==> src/rtl/age_select_policy_pkg.sv <==
// Shared backend parameters for the issue-queue age/select policy.
package age_select_policy_pkg;

  localparam int unsigned NUM_ENTRY_DEFAULT = 8;
  localparam int unsigned NUM_ENQ_DEFAULT   = 2;
  localparam int unsigned NUM_DEQ_DEFAULT   = 2;
  localparam int unsigned ENTRY_IDX_W       = $clog2(NUM_ENTRY_DEFAULT);

  typedef logic [ENTRY_IDX_W-1:0] entry_idx_t;

endpackage

==> src/rtl/age_select_policy_if.sv <==
// Allocate/request/grant bundle between an issue queue and its age-select policy.
interface age_select_policy_if
  import age_select_policy_pkg::*;
#(
  parameter int unsigned NUM_ENTRY = NUM_ENTRY_DEFAULT
);

  logic [NUM_ENTRY-1:0] io_validVec;
  logic                 io_allocate_0_valid;
  logic [NUM_ENTRY-1:0] io_allocate_0_bits;
  logic                 io_allocate_1_valid;
  logic [NUM_ENTRY-1:0] io_allocate_1_bits;
  logic                 io_enq_fire_0;
  logic                 io_enq_fire_1;
  logic [NUM_ENTRY-1:0] io_request;
  logic                 io_grant_0_valid;
  logic [NUM_ENTRY-1:0] io_grant_0_bits;
  logic                 io_grant_1_valid;
  logic [NUM_ENTRY-1:0] io_grant_1_bits;
  logic                 io_flush;

  modport master (
    output io_validVec, io_enq_fire_0, io_enq_fire_1, io_request, io_flush,
    input  io_allocate_0_valid, io_allocate_0_bits,
    input  io_allocate_1_valid, io_allocate_1_bits,
    input  io_grant_0_valid, io_grant_0_bits, io_grant_1_valid, io_grant_1_bits
  );

  modport slave (
    input  io_validVec, io_enq_fire_0, io_enq_fire_1, io_request, io_flush,
    output io_allocate_0_valid, io_allocate_0_bits,
    output io_allocate_1_valid, io_allocate_1_bits,
    output io_grant_0_valid, io_grant_0_bits, io_grant_1_valid, io_grant_1_bits
  );

endinterface

==> src/rtl/age_select_policy_age_matrix.sv <==
// Age matrix: age[i][j]=1 means entry i is older than entry j; enqueued entries become youngest.
module age_matrix
  import age_select_policy_pkg::*;
#(
  parameter int unsigned NUM_ENTRY = NUM_ENTRY_DEFAULT
) (
  input  logic                                clock,
  input  logic                                reset,
  input  logic                                flush,
  input  logic                                fire0,
  input  logic                                fire1,
  input  logic [NUM_ENTRY-1:0]                entry0,
  input  logic [NUM_ENTRY-1:0]                entry1,
  output logic [NUM_ENTRY-1:0][NUM_ENTRY-1:0] age
);

  logic [NUM_ENTRY-1:0][NUM_ENTRY-1:0] age_q;
  logic [NUM_ENTRY-1:0][NUM_ENTRY-1:0] age_next;

  // Port 0 is applied before port 1 so a dual enqueue leaves entry0 older than entry1.
  always_comb begin
    age_next = age_q;
    if (fire0) begin
      for (int unsigned i = 0; i < NUM_ENTRY; i++) begin
        if (entry0[i]) age_next[i] = '0;
        else           age_next[i] = age_next[i] | entry0;
      end
    end
    if (fire1) begin
      for (int unsigned i = 0; i < NUM_ENTRY; i++) begin
        if (entry1[i]) age_next[i] = '0;
        else           age_next[i] = age_next[i] | entry1;
      end
    end
  end

  always_ff @(posedge clock or negedge reset) begin
    if (!reset)     age_q <= '0;
    else if (flush) age_q <= '0;
    else            age_q <= age_next;
  end

  assign age = age_q;

endmodule

==> src/rtl/age_select_policy.sv <==
// Issue-queue age-ordered select: free-entry allocation plus oldest-first grant on up to two ports.
module age_select_policy
  import age_select_policy_pkg::*;
#(
  parameter int unsigned NUM_ENTRY = NUM_ENTRY_DEFAULT,
  parameter int unsigned NUM_ENQ   = NUM_ENQ_DEFAULT,
  parameter int unsigned NUM_DEQ   = NUM_DEQ_DEFAULT
) (
  input  logic                clock,
  input  logic                reset,
  age_select_policy_if.slave  io
);

  logic [NUM_ENTRY-1:0]                alloc0;
  logic                                alloc0_valid;
  logic [NUM_ENTRY-1:0]                alloc_hi;
  logic                                alloc_hi_found;
  logic [NUM_ENTRY-1:0]                alloc1;
  logic                                alloc1_valid;
  logic                                fire0;
  logic                                fire1;
  logic [NUM_ENTRY-1:0][NUM_ENTRY-1:0] age;
  logic [NUM_ENTRY-1:0][NUM_ENTRY-1:0] beats;
  logic [NUM_ENTRY-1:0]                cand1;
  logic [NUM_ENTRY-1:0]                win0;
  logic [NUM_ENTRY-1:0]                win1;

  // Lowest free entry for port 0, highest free entry for port 1.
  always_comb begin
    alloc0         = '0;
    alloc0_valid   = 1'b0;
    alloc_hi       = '0;
    alloc_hi_found = 1'b0;
    for (int unsigned i = 0; i < NUM_ENTRY; i++) begin
      if (!io.io_validVec[i]) begin
        if (!alloc0_valid) begin
          alloc0[i]    = 1'b1;
          alloc0_valid = 1'b1;
        end
        alloc_hi       = '0;
        alloc_hi[i]    = 1'b1;
        alloc_hi_found = 1'b1;
      end
    end
    alloc1_valid = (NUM_ENQ > 1) && alloc_hi_found && (alloc_hi != alloc0);
    alloc1       = alloc1_valid ? alloc_hi : '0;
  end

  assign fire0 = io.io_enq_fire_0 & alloc0_valid;
  assign fire1 = io.io_enq_fire_1 & alloc1_valid;

  age_matrix #(
    .NUM_ENTRY (NUM_ENTRY)
  ) u_age_matrix (
    .clock  (clock),
    .reset  (reset),
    .flush  (io.io_flush),
    .fire0  (fire0),
    .fire1  (fire1),
    .entry0 (alloc0),
    .entry1 (alloc1),
    .age    (age)
  );

  // beats[i][j]: entry j is older than entry i; unordered pairs fall back to lower index.
  always_comb begin
    beats = '0;
    for (int unsigned i = 0; i < NUM_ENTRY; i++) begin
      for (int unsigned j = 0; j < NUM_ENTRY; j++) begin
        if (j != i) beats[i][j] = age[j][i] | (~age[i][j] & (j < i));
      end
    end
  end

  always_comb begin
    win0  = '0;
    win1  = '0;
    cand1 = '0;
    for (int unsigned i = 0; i < NUM_ENTRY; i++) begin
      win0[i] = io.io_request[i] & ~(|(io.io_request & beats[i]));
    end
    if (NUM_DEQ > 1) cand1 = io.io_request & ~win0;
    for (int unsigned i = 0; i < NUM_ENTRY; i++) begin
      win1[i] = cand1[i] & ~(|(cand1 & beats[i]));
    end
  end

  assign io.io_allocate_0_valid = alloc0_valid;
  assign io.io_allocate_0_bits  = alloc0;
  assign io.io_allocate_1_valid = alloc1_valid;
  assign io.io_allocate_1_bits  = alloc1;
  assign io.io_grant_0_valid    = |win0;
  assign io.io_grant_0_bits     = win0;
  assign io.io_grant_1_valid    = |win1;
  assign io.io_grant_1_bits     = win1;

endmodule

==> src/flat_wrapper.sv <==
// flat-port wrapper written by rule: the top's interface ports become plain ports
module age_select_policy_flat import age_select_policy_pkg::*;
#(
  parameter int unsigned NUM_ENTRY = NUM_ENTRY_DEFAULT,
  parameter int unsigned NUM_ENQ   = NUM_ENQ_DEFAULT,
  parameter int unsigned NUM_DEQ   = NUM_DEQ_DEFAULT
)
  (clock, reset, io_io_validVec, io_io_enq_fire_0, io_io_enq_fire_1, io_io_request, io_io_flush, io_io_allocate_0_valid, io_io_allocate_0_bits, io_io_allocate_1_valid, io_io_allocate_1_bits, io_io_grant_0_valid, io_io_grant_0_bits, io_io_grant_1_valid, io_io_grant_1_bits);
  age_select_policy_if #(.NUM_ENTRY(NUM_ENTRY)) io_i ();
  input  logic clock;
  input  logic reset;
  input wire logic [$bits(io_i.io_validVec)-1:0] io_io_validVec;
  input wire logic [$bits(io_i.io_enq_fire_0)-1:0] io_io_enq_fire_0;
  input wire logic [$bits(io_i.io_enq_fire_1)-1:0] io_io_enq_fire_1;
  input wire logic [$bits(io_i.io_request)-1:0] io_io_request;
  input wire logic [$bits(io_i.io_flush)-1:0] io_io_flush;
  output wire logic [$bits(io_i.io_allocate_0_valid)-1:0] io_io_allocate_0_valid;
  output wire logic [$bits(io_i.io_allocate_0_bits)-1:0] io_io_allocate_0_bits;
  output wire logic [$bits(io_i.io_allocate_1_valid)-1:0] io_io_allocate_1_valid;
  output wire logic [$bits(io_i.io_allocate_1_bits)-1:0] io_io_allocate_1_bits;
  output wire logic [$bits(io_i.io_grant_0_valid)-1:0] io_io_grant_0_valid;
  output wire logic [$bits(io_i.io_grant_0_bits)-1:0] io_io_grant_0_bits;
  output wire logic [$bits(io_i.io_grant_1_valid)-1:0] io_io_grant_1_valid;
  output wire logic [$bits(io_i.io_grant_1_bits)-1:0] io_io_grant_1_bits;
  assign io_i.io_validVec = io_io_validVec;
  assign io_i.io_enq_fire_0 = io_io_enq_fire_0;
  assign io_i.io_enq_fire_1 = io_io_enq_fire_1;
  assign io_i.io_request = io_io_request;
  assign io_i.io_flush = io_io_flush;
  assign io_io_allocate_0_valid = io_i.io_allocate_0_valid;
  assign io_io_allocate_0_bits = io_i.io_allocate_0_bits;
  assign io_io_allocate_1_valid = io_i.io_allocate_1_valid;
  assign io_io_allocate_1_bits = io_i.io_allocate_1_bits;
  assign io_io_grant_0_valid = io_i.io_grant_0_valid;
  assign io_io_grant_0_bits = io_i.io_grant_0_bits;
  assign io_io_grant_1_valid = io_i.io_grant_1_valid;
  assign io_io_grant_1_bits = io_i.io_grant_1_bits;
  age_select_policy #(.NUM_ENTRY(NUM_ENTRY), .NUM_ENQ(NUM_ENQ), .NUM_DEQ(NUM_DEQ)) u_core (.clock(clock), .reset(reset), .io(io_i));
endmodule
==> config.mk <==
export PLATFORM = sky130hd
export DESIGN_NAME = age_select_policy_flat
export DESIGN_NICKNAME = d
export VERILOG_FILES = /design/src/rtl/age_select_policy_pkg.sv /design/src/rtl/age_select_policy_if.sv /design/src/rtl/age_select_policy_age_matrix.sv /design/src/rtl/age_select_policy.sv /design/src/flat_wrapper.sv
export SDC_FILE = /design/constraint.sdc
export NUM_CORES = 1
export LEC_CHECK = 0
export ABC_AREA = 1
export BUFFER_PORTS_ARGS = -buffer_cell sky130_fd_sc_hd__buf_2
export CORE_MARGIN = 1.5
export CORE_UTILIZATION = 50
export CTS_BUF_LIST = sky130_fd_sc_hd__clkbuf_8
export DETAILED_ROUTE_END_ITERATION = 8
export PLACE_DENSITY = 0.73
export SLEW_MARGIN = 20
export SYNTH_ARGS = -nofsm -noshare
export SYNTH_HDL_FRONTEND = slang
export SYNTH_SLANG_ARGS = --single-unit
==> constraint.sdc <==
create_clock -name clock -period 1.85 [get_ports clock]
set_input_delay 0.2775 -clock clock [delete_from_list [all_inputs] [get_ports clock]]
set_output_delay 0.2775 -clock clock [all_outputs]
set_load 0.02 [all_outputs]
==> impl_metrics.ini <==
[die]
die_h_um = 96.1
io_pins = 57
die_x_um = 96.1
start_util_pct = 52.2
die_area_sq_um = 9240
coreArea_sq_um = 8300
rows = 33

[worst_setup_path]
crit_chain = nand2_2 > nand2_2 > inv_2 > nand2_2 > nor2_4 > buf_6 > nor2_4 > nor2_2 > nand2_1 > nor2_2 > nand2_2 > nand2_2 > nor2_1 > nand2_1 > buf_6
worst_setup_path_end_kind = output port
crit_cells = 15
crit_family = simple AND/OR/NAND/NOR gates
critPathKind = reg -> out
worstPathArrival_ns = 2.07
critPathMaxStageDelay_ns = 0.47
r2r_cells = 6
crit_top_cell = nand2_2
crit_required_ns = 1.57
cp_max_fo = 3
critPathSlowestCell = dfrtp_2
critPathBufInv = 3
worst_setup_path_start_kind = flop

[detailed_routing]
drcViolationCount = 0
drt_wl_total_mm = 16.5
drt-pass1-iter-count = 5
vias = 5275
routedWlPerCell_um = 16.6
drt_iter0_markers = 454
viasPerCell = 5.31
antenna_left = 0

[logic_synthesis]
synth_area_sq_um = 4340
synth_top_area_cell = dfrtp_1
ys_warn_count = 0
avgSynthCellArea_sq_um = 6.20
synth_cell_type_count = 29
yosys-top-cells-count = 216 x nand2_1, 138 x inv_1, 72 x nor2_1
synth.top_cells.by_area = dfrtp_1 32%, nand2_1 19%, inv_1 12%
synth_flop_cell = dfrtp_1
syn_nets = 720
synth_top_area_share_pct = 32.3
seq_area_frac_synth_pct = 32.3
synth_cells = 699
synth_seq_cells = 56
postSynth.asyncResetShare_pct = 100
synth_edf_count = 0
yosysMostFrequentCell = nand2_1

[power_and_ir_drop]
ir_drop_v = 0.000685
swShare_pct = 36.4
pwr-share-clk_pct = 21.0
internal_power_mw = 2.04
p_seq_share_pct = 41.3
power_switching_mw = 1.17
p_per_area_nw_per_um2 = 506
p_total_mw = 3.21
comb_power_share_pct = 37.6
p_leak_nw = 3.66

[grt]
grt_start_max_net_pins = 24
grt_overflow_total = 0
grt_usage_pct = 36.9
grt_pass1_vias = 5037
grt_pass1_wl_mm = 25.2
antenna_found_initial = 0

[clocking]
cts.sinks = 56
htreeDepth = 2
cts-root-buf = clkbuf_8
clock_latency_ns = 0.31
clock_tree.buffer_depth = 2
cts_tree = built
clk_pin_slew_ns = 0.10
cts-buffers-inserted = 5

[status]
status = finished with violations
violations = setup timing

[timing]
report.final.slew_viol_count = 0
hold_viol_final = 0
max_freq_mhz = 425
fin_crit_ns = 2.35
grt_setup_unrepaired = yes
setup_ws_ns = -0.501
fin_crit_sh_pct = 127
setup_viol = 15
final.setup_skew_ns = 0

[final_layout]
area_growth_pct = 46.4
largest_register_ffs = 56
layout.cells.non_filler = 993
drive_above_1_share_pct = 42.8
final_area_sq_um = 6350
nets = 908
num_antenna_cells = 0

[placement]
place_area_sq_um = 5580
gp_congestion = 1.00
dpl.hpwl_mm = 12.6
place_inst = 964
io_buffer_count = 55

[hold_path]
min_path_cells = 2
hp-class = in -> reg

[flow_run]
timing.max_cap.violations = 0
power groups by stage:
stage          Combinational, mW  Clock, mW  Sequential [mW]
2_1_floorplan              0.545          0             1.33
3_3_place_gp               0.968          0             1.34
4_1_cts                     1.11      0.682             1.32
5_1_grt                     1.31      0.709             1.33
6_report                    1.21      0.675             1.33
3_5_place_dp               0.980          0             1.34
routing by layer:
metal	vias to the layer above	GRT usage [%]	part of all wire, %
met5	-	0	0
met4	0	15.2	3.9
met3	49	4.42	8.0
met2	263	60.7	48
met1	2480	49.1	40
li1	2483	-	-
per-stage QoR:
step | worst slack [ns] | util [%] | hold WS, ns | TNS (ns)
3_3_place_gp | -0.372 | 67.3 | 0.241 | -2.46
3_5_place_dp | -0.396 | 67.3 | 0.248 | -3.32
4_1_cts | -0.463 | 73.3 | 0.231 | -4.28
2_1_floorplan | 0.0117 | - | -0.0181 | 0
6_report | -0.501 | 76.5 | 0.244 | -4.37
5_1_grt | -0.615 | 76.5 | 0.228 | -5.96
layout by cell type (no fill, tap or decap), types with 2 or more instances in the layout:
| cell | Yosys | final |
|---|---|---|
| nand2_1 | 216 | 163 |
| inv_1 | 138 | 128 |
| buf_4 | 1 | 128 |
| nor2_2 | 45 | 59 |
| dfrtp_1 | 56 | 53 |
| nand2_2 | 5 | 52 |
| o21ai_0 | 51 | 48 |
| nor2_1 | 72 | 38 |
| buf_2 | 4 | 38 |
| nand3_1 | 32 | 29 |
| a21oi_1 | 31 | 27 |
| buf_6 | 0 | 23 |
| nor2_4 | 2 | 22 |
| inv_2 | 2 | 13 |
| nand2_4 | 6 | 12 |
| nand3_4 | 7 | 8 |
| clkinv_1 | 8 | 8 |
| nand3_2 | 3 | 5 |
| clkbuf_8 | 0 | 5 |
| a21oi_2 | 0 | 4 |
| o21ai_1 | 1 | 3 |
| o21a_1 | 3 | 3 |
| dfrtp_2 | 0 | 3 |
| nand4_1 | 2 | 2 |
| nor3_1 | 2 | 2 |
logic make-up after synthesis:
logic type | synth area share (%)
AO/OA/AOI/OAI | 10.2
buffers and inverters | 13.9
flip-flops | 32.3
other | 0.0865
AND/OR/NAND/NOR | 43.5
repair_timing:
action | in CTS | in global routing
pin swaps | 36 | 34
endpoints found under the setup margin | 18 | 22
resized for setup | 104 | 76
setup buffers | 18 | 5
endpoints found under the hold margin | 18 | 0
hold buffers | 1 | 0
worst paths after layout:
| kind | start | endpoint | slack (ns) |
|---|---|---|---|
| worst max-delay path | u_core.u_age_matrix.age[41] | io_io_grant_1_valid | -0.50 |
| worst min-delay path | io_io_flush | u_core.u_age_matrix.age[2] | 0.24 |
| worst max register to register | u_core.u_age_matrix.age[35] | u_core.u_age_matrix.age[35] | 0.77 |
| worst min register to register | u_core.u_age_matrix.age[48] | u_core.u_age_matrix.age[48] | 0.60 |
| max in group asynchronous | reset | u_core.u_age_matrix.age[31] | 0.69 |
| min in group asynchronous | reset | u_core.u_age_matrix.age[55] | 0.49 |
area by class of cell:
| class | count | area [sq um] |
|---|---|---|
| Inverter | 148 | 556 |
| Timing Repair Buffer | 191 | 1440 |
| Tap cell | 105 | 131 |
| Clock buffer | 5 | 68.8 |
| Multi-Input combinational cell | 485 | 2730 |
| Clock inverter | 3 | 20.0 |
| Fill cell | 715 | 1950 |
| Sequential cell | 56 | 1410 |
No activity file was read; power rests on OpenSTA's default activity.
